<file path="config.mk">
export PLATFORM = sky130hd
export DESIGN_NAME = pipe_hazard_unit
export DESIGN_NICKNAME = d
export VERILOG_FILES = /design/src/rtl/pipe_hazard_unit.sv
export SDC_FILE = /design/constraint.sdc
export NUM_CORES = 1
export LEC_CHECK = 0
export BUFFER_PORTS_ARGS = -buffer_cell sky130_fd_sc_hd__buf_4
export CELL_PAD_IN_SITES_DETAIL_PLACEMENT = 1
export CELL_PAD_IN_SITES_GLOBAL_PLACEMENT = 1
export CORE_MARGIN = 4
export CORE_UTILIZATION = 30
export CTS_CLUSTER_SIZE = 30
export DETAILED_ROUTE_END_ITERATION = 8
export PLACE_DENSITY = 0.64
export SYNTH_ARGS = -nofsm -noshare
export SYNTH_HDL_FRONTEND = slang
export SYNTH_SLANG_ARGS = --single-unit
</file>
<file path="constraint.sdc">
create_clock -name clk -period 3.2 [get_ports clk]
set_input_delay 0 -clock clk [delete_from_list [all_inputs] [get_ports clk]]
set_output_delay 0 -clock clk [all_outputs]
set_load 0.01 [all_outputs]
</file>
<file path="src/rtl/pipe_hazard_unit.sv">
`default_nettype none
// ============================================================================
//  Module   : pipe_hazard_unit
//  Purpose  : RV32I decode->execute hazard unit with forwarding select,
//             load-use stall, redirect flush and saturating perf counters.
//  Revision : 1.0
// ============================================================================
module pipe_hazard_unit #(
    parameter int  NREG     = 32,
    parameter int  DEPTH    = 3,
    parameter int  LOAD_LAT = 1,
    parameter int  CNT_W    = 32,
    localparam int RAW      = $clog2(NREG),
    localparam int SW       = $clog2(DEPTH + 1)
) (
    input  logic             clk,
    input  logic             rst,
    input  logic             issue_valid,
    input  logic [RAW-1:0]   issue_rs1,
    input  logic [RAW-1:0]   issue_rs2,
    input  logic             issue_rs1_used,
    input  logic             issue_rs2_used,
    input  logic [RAW-1:0]   issue_rd,
    input  logic             issue_rd_we,
    input  logic             issue_is_load,
    input  logic             redirect,
    output logic             issue_accept,
    output logic             stall,
    output logic             flush,
    output logic [SW-1:0]    fwd_sel_a,
    output logic [SW-1:0]    fwd_sel_b,
    output logic [CNT_W-1:0] stall_cnt,
    output logic [CNT_W-1:0] flush_cnt
);

    localparam int            WW          = (LOAD_LAT < 1) ? 1 : $clog2(LOAD_LAT + 1);
    localparam logic [WW-1:0] c_LOAD_WAIT = WW'(LOAD_LAT);

    logic           r_valid [DEPTH];
    logic           r_rd_we [DEPTH];
    logic [RAW-1:0] r_rd    [DEPTH];
    logic [WW-1:0]  r_wait  [DEPTH];

    logic [CNT_W-1:0] r_stall_cnt;
    logic [CNT_W-1:0] r_flush_cnt;

    logic [SW-1:0] w_sel_a;
    logic [SW-1:0] w_sel_b;
    logic          w_haz_a;
    logic          w_haz_b;
    logic          w_hazard;

    // Oldest-to-youngest scan so the youngest matching slot wins.
    always_comb begin
        w_sel_a = '0;
        w_sel_b = '0;
        w_haz_a = 1'b0;
        w_haz_b = 1'b0;
        for (int i = DEPTH - 1; i >= 0; i--) begin
            if (issue_rs1_used && (issue_rs1 != '0) && r_valid[i] && r_rd_we[i]
                && (r_rd[i] == issue_rs1)) begin
                w_sel_a = SW'(i + 1);
                w_haz_a = (r_wait[i] != '0);
            end
            if (issue_rs2_used && (issue_rs2 != '0) && r_valid[i] && r_rd_we[i]
                && (r_rd[i] == issue_rs2)) begin
                w_sel_b = SW'(i + 1);
                w_haz_b = (r_wait[i] != '0);
            end
        end
    end

    assign w_hazard     = w_haz_a | w_haz_b;
    assign stall        = rst & issue_valid & w_hazard & ~redirect;
    assign flush        = rst & redirect;
    assign issue_accept = rst & issue_valid & ~w_hazard & ~redirect;
    assign fwd_sel_a    = rst ? w_sel_a : '0;
    assign fwd_sel_b    = rst ? w_sel_b : '0;
    assign stall_cnt    = r_stall_cnt;
    assign flush_cnt    = r_flush_cnt;

    always_ff @(posedge clk) begin
        if (!rst) begin
            for (int i = 0; i < DEPTH; i++) begin
                r_valid[i] <= 1'b0;
                r_rd_we[i] <= 1'b0;
                r_rd[i]    <= '0;
                r_wait[i]  <= '0;
            end
            r_stall_cnt <= '0;
            r_flush_cnt <= '0;
        end else begin
            r_valid[0] <= issue_accept;
            r_rd_we[0] <= issue_rd_we;
            r_rd[0]    <= issue_rd;
            r_wait[0]  <= issue_is_load ? c_LOAD_WAIT : '0;
            // Wait counts down as the load moves toward its result stage.
            for (int i = 1; i < DEPTH; i++) begin
                r_valid[i] <= r_valid[i-1];
                r_rd_we[i] <= r_rd_we[i-1];
                r_rd[i]    <= r_rd[i-1];
                r_wait[i]  <= (r_wait[i-1] != '0) ? (r_wait[i-1] - WW'(1)) : '0;
            end
            if (stall && (r_stall_cnt != '1)) begin
                r_stall_cnt <= r_stall_cnt + CNT_W'(1);
            end
            if (flush && (r_flush_cnt != '1)) begin
                r_flush_cnt <= r_flush_cnt + CNT_W'(1);
            end
        end
    end

endmodule
`default_nettype wire

</file>
==> reports/results.ini <==
[drt]
routed_wl_mm = 12.7
via_count = 3956
drc = 0
vias_per_cell = 5.14
antenna_left = 0
post_drt_wl_per_cell_um = 16.5
drt_iter0_drc = 167
drtPass1Iterations = 4

[synthesis]
netlist-cell-type-count = 39
seq_area_frac_synth = 0.415
synth-async-reset-ratio = 0
synth.avg_cell_area_um2 = 8.42
yosys_warnings = 0
synth_cells = 493
syn-num-nets = 518
synth_edf_count = 0
synthFlopType = dfxtp_1
synth_seq_cells = 86
netlist_area_mm2 = 0.00415

[floorplanning]
die_w_um = 126
num_io_pins = 94
start_util = 0.310
dieArea_mm2 = 0.0158
die_h_um = 126
core_area_mm2 = 0.0134
rows = 42

[place]
placedCellCount = 748
gp_congestion = 0.821
dp_hpwl_mm = 9.13
place_area_mm2 = 0.00505
port_buffers = 93

[cells_and_area]
stdcell_count = 770
n_antenna_cell = 0
areaGrowthSynthToFinish_pct = 31.0
drive_above_1_share = 0.199
layout_common_cells = buf_4 (102), dfxtp_1 (86), nor2_1 (38)
final_area_mm2 = 0.00544
fin_nets = 615
layout_commonest_cell = buf_4

[power_and_ir_drop]
p_per_area_mw_per_mm2 = 439
p_leak_nw = 2.02
finalPower_w = 0.00239
ir_worst_vdd_mv = 0.224

[cts]
insertion_delay_ns = 0.35
root_buffer = clkbuf_16
clockBufferDepth = 2
cts.sinks = 86
cts_inserted_buffers = 9
cts_setup_buffers = 0
htreeDepth = 3
cts_tree = built
path_clk_slew_ns = 0.06

[timing]
hold_viol_final = 0
holdWs_ns = 0.0624
tightest_slew_ns = 0.896
rsz0062_at_grt = false
max_freq_mhz = 381
period_share = 0.820
fin_skew_ns = 0.00692
drv_slew = 0
finalSetupTns_ns = 0
period_needed_ns = 2.62
max_slew_margin = 0.395
finalSetupViolations = 0

[global_routing]
antenna_found_initial = 0
grt_max_degree = 38
gr-total-overflow = 0
grt_pass1_wl_mm = 20.9
grt_usage = 0.160
grt_pass1_vias = 4169

[critical_path]
critPathRequiredTime_ns = 3.48
cp_slowest_cell = or4_1
critical_path_class = reg2reg
crit_fanout = 37
max_stage_delay_ns = 0.58
crit_arrival_ns = 2.90
endpoint_kind = flip-flop
crit_buf_inv = 2
crit_family = simple AND/OR/NAND/NOR gates
cp-start-kind = flip-flop
cp.depth = 8
worstRegToRegCells = 8
worstPathCellList = xnor2_1, nand2_1, or4_1, a211o_1, buf_4, buf_4, or4_1, a21oi_1

[hold_path]
hold_depth = 4
worstHoldPathType = in2reg

[run_status]
outcome = finished clean

[run]
drv_cap = 0

[synthesized netlist by cell type (2+ instances only)]
cell type  count  share of area
a21oi_1       31          0.037
a31oi_1        2         0.0030
and2_1        25          0.038
and3_1        15          0.023
and4_1         9          0.019
buf_2          3         0.0036
clkbuf_1      19          0.017
dfxtp_1       86           0.41
ha_1           2         0.0060
inv_1          7         0.0063
mux2i_1        2         0.0048
nand2_1       35          0.032
nand2b_1       5         0.0075
nand3_1       28          0.034
nand4_1       26          0.039
nor2_1        38          0.034
nor3_1         4         0.0048
nor4_1        13          0.020
o211ai_1       2         0.0036
o21a_1         2         0.0036
o21ai_0        4         0.0048
o21ai_1       19          0.023
o31a_1         2         0.0042
o31ai_1       12          0.022
or3_1         22          0.033
or4_1         13          0.024
xnor2_1       33          0.070
xor2_1        23          0.049
[state kept, by name, indices dropped and copies added, names as in the netlist]
signal and cells:
r_wait 1, flush_cnt 32, r_valid 3, r_rd 15, stall_cnt 32, r_rd_we 3
[tightest hold or removal path: stages]
cell     delay (ns)
buf_4          0.15
nand3_1        0.09
xor2_1         0.06
nor2_1         0.07
[final cells by class]
cell class              count  area [µm²]
repair buffers            109         836
multi-input cells         376        2310
well taps                 176         220
inverters                   8        30.0
clock buffers              11         253
fillers                  1611        7960
flip-flops and latches     86        1720
clock inverters             4        70.1
[path summary, 6_finish.rpt]
check / start / endpoint / slack (ns)
worst max register to register: r_rd[0][4]$_SDFF_PN0_ / stall_cnt[7]$_SDFFE_PN0P_ / 0.58
worst min register to register: r_rd_we[0][1]$_SDFF_PN0_ / r_rd_we[0][2]$_SDFF_PN0_ / 0.46
worst min-delay path: redirect / flush_cnt[13]$_SDFFE_PN0P_ / 0.06
worst max-delay path: r_rd[0][4]$_SDFF_PN0_ / stall_cnt[7]$_SDFFE_PN0P_ / 0.58
[through the flow]
stage | setup slack (ns) | util
floorplan | 0.872 | -
global placement | 0.708 | 0.377
detailed placement | 0.619 | 0.377
CTS | 0.597 | 0.406
global route | 0.423 | 0.406
finish | 0.576 | 0.406
[kinds of logic after synthesis]
family | share of synthesized area
and+or+nand+nor | 0.316
DFF | 0.415
AOI/OAI and AO/OA | 0.112
xor gates and xnor gates | 0.118
buffers and inverters | 0.0289
muxes | 0.00482
adders and majority gates | 0.00603
[power breakdown]
group          total, W  leakage [nW]  switching (W)  internal [W]
registers       0.00110         0.696      0.0000132       0.00108
logic          0.000129          1.17      0.0000678     0.0000613
clock network   0.00116         0.161       0.000443      0.000720
[routing by layer]
layer	global-route usage	wire [µm]
met2	0.268	6180
met4	0.0676	236
met3	0.0318	424
met1	0.200	5840
met5	0	0
[timing repair]
item | in CTS | in global routing
resized for setup | 0 | 0
hold endpoints to repair | 7 | 0
hold buffers | 7 | 0
Note: power is estimated with default switching activity, not from simulation.
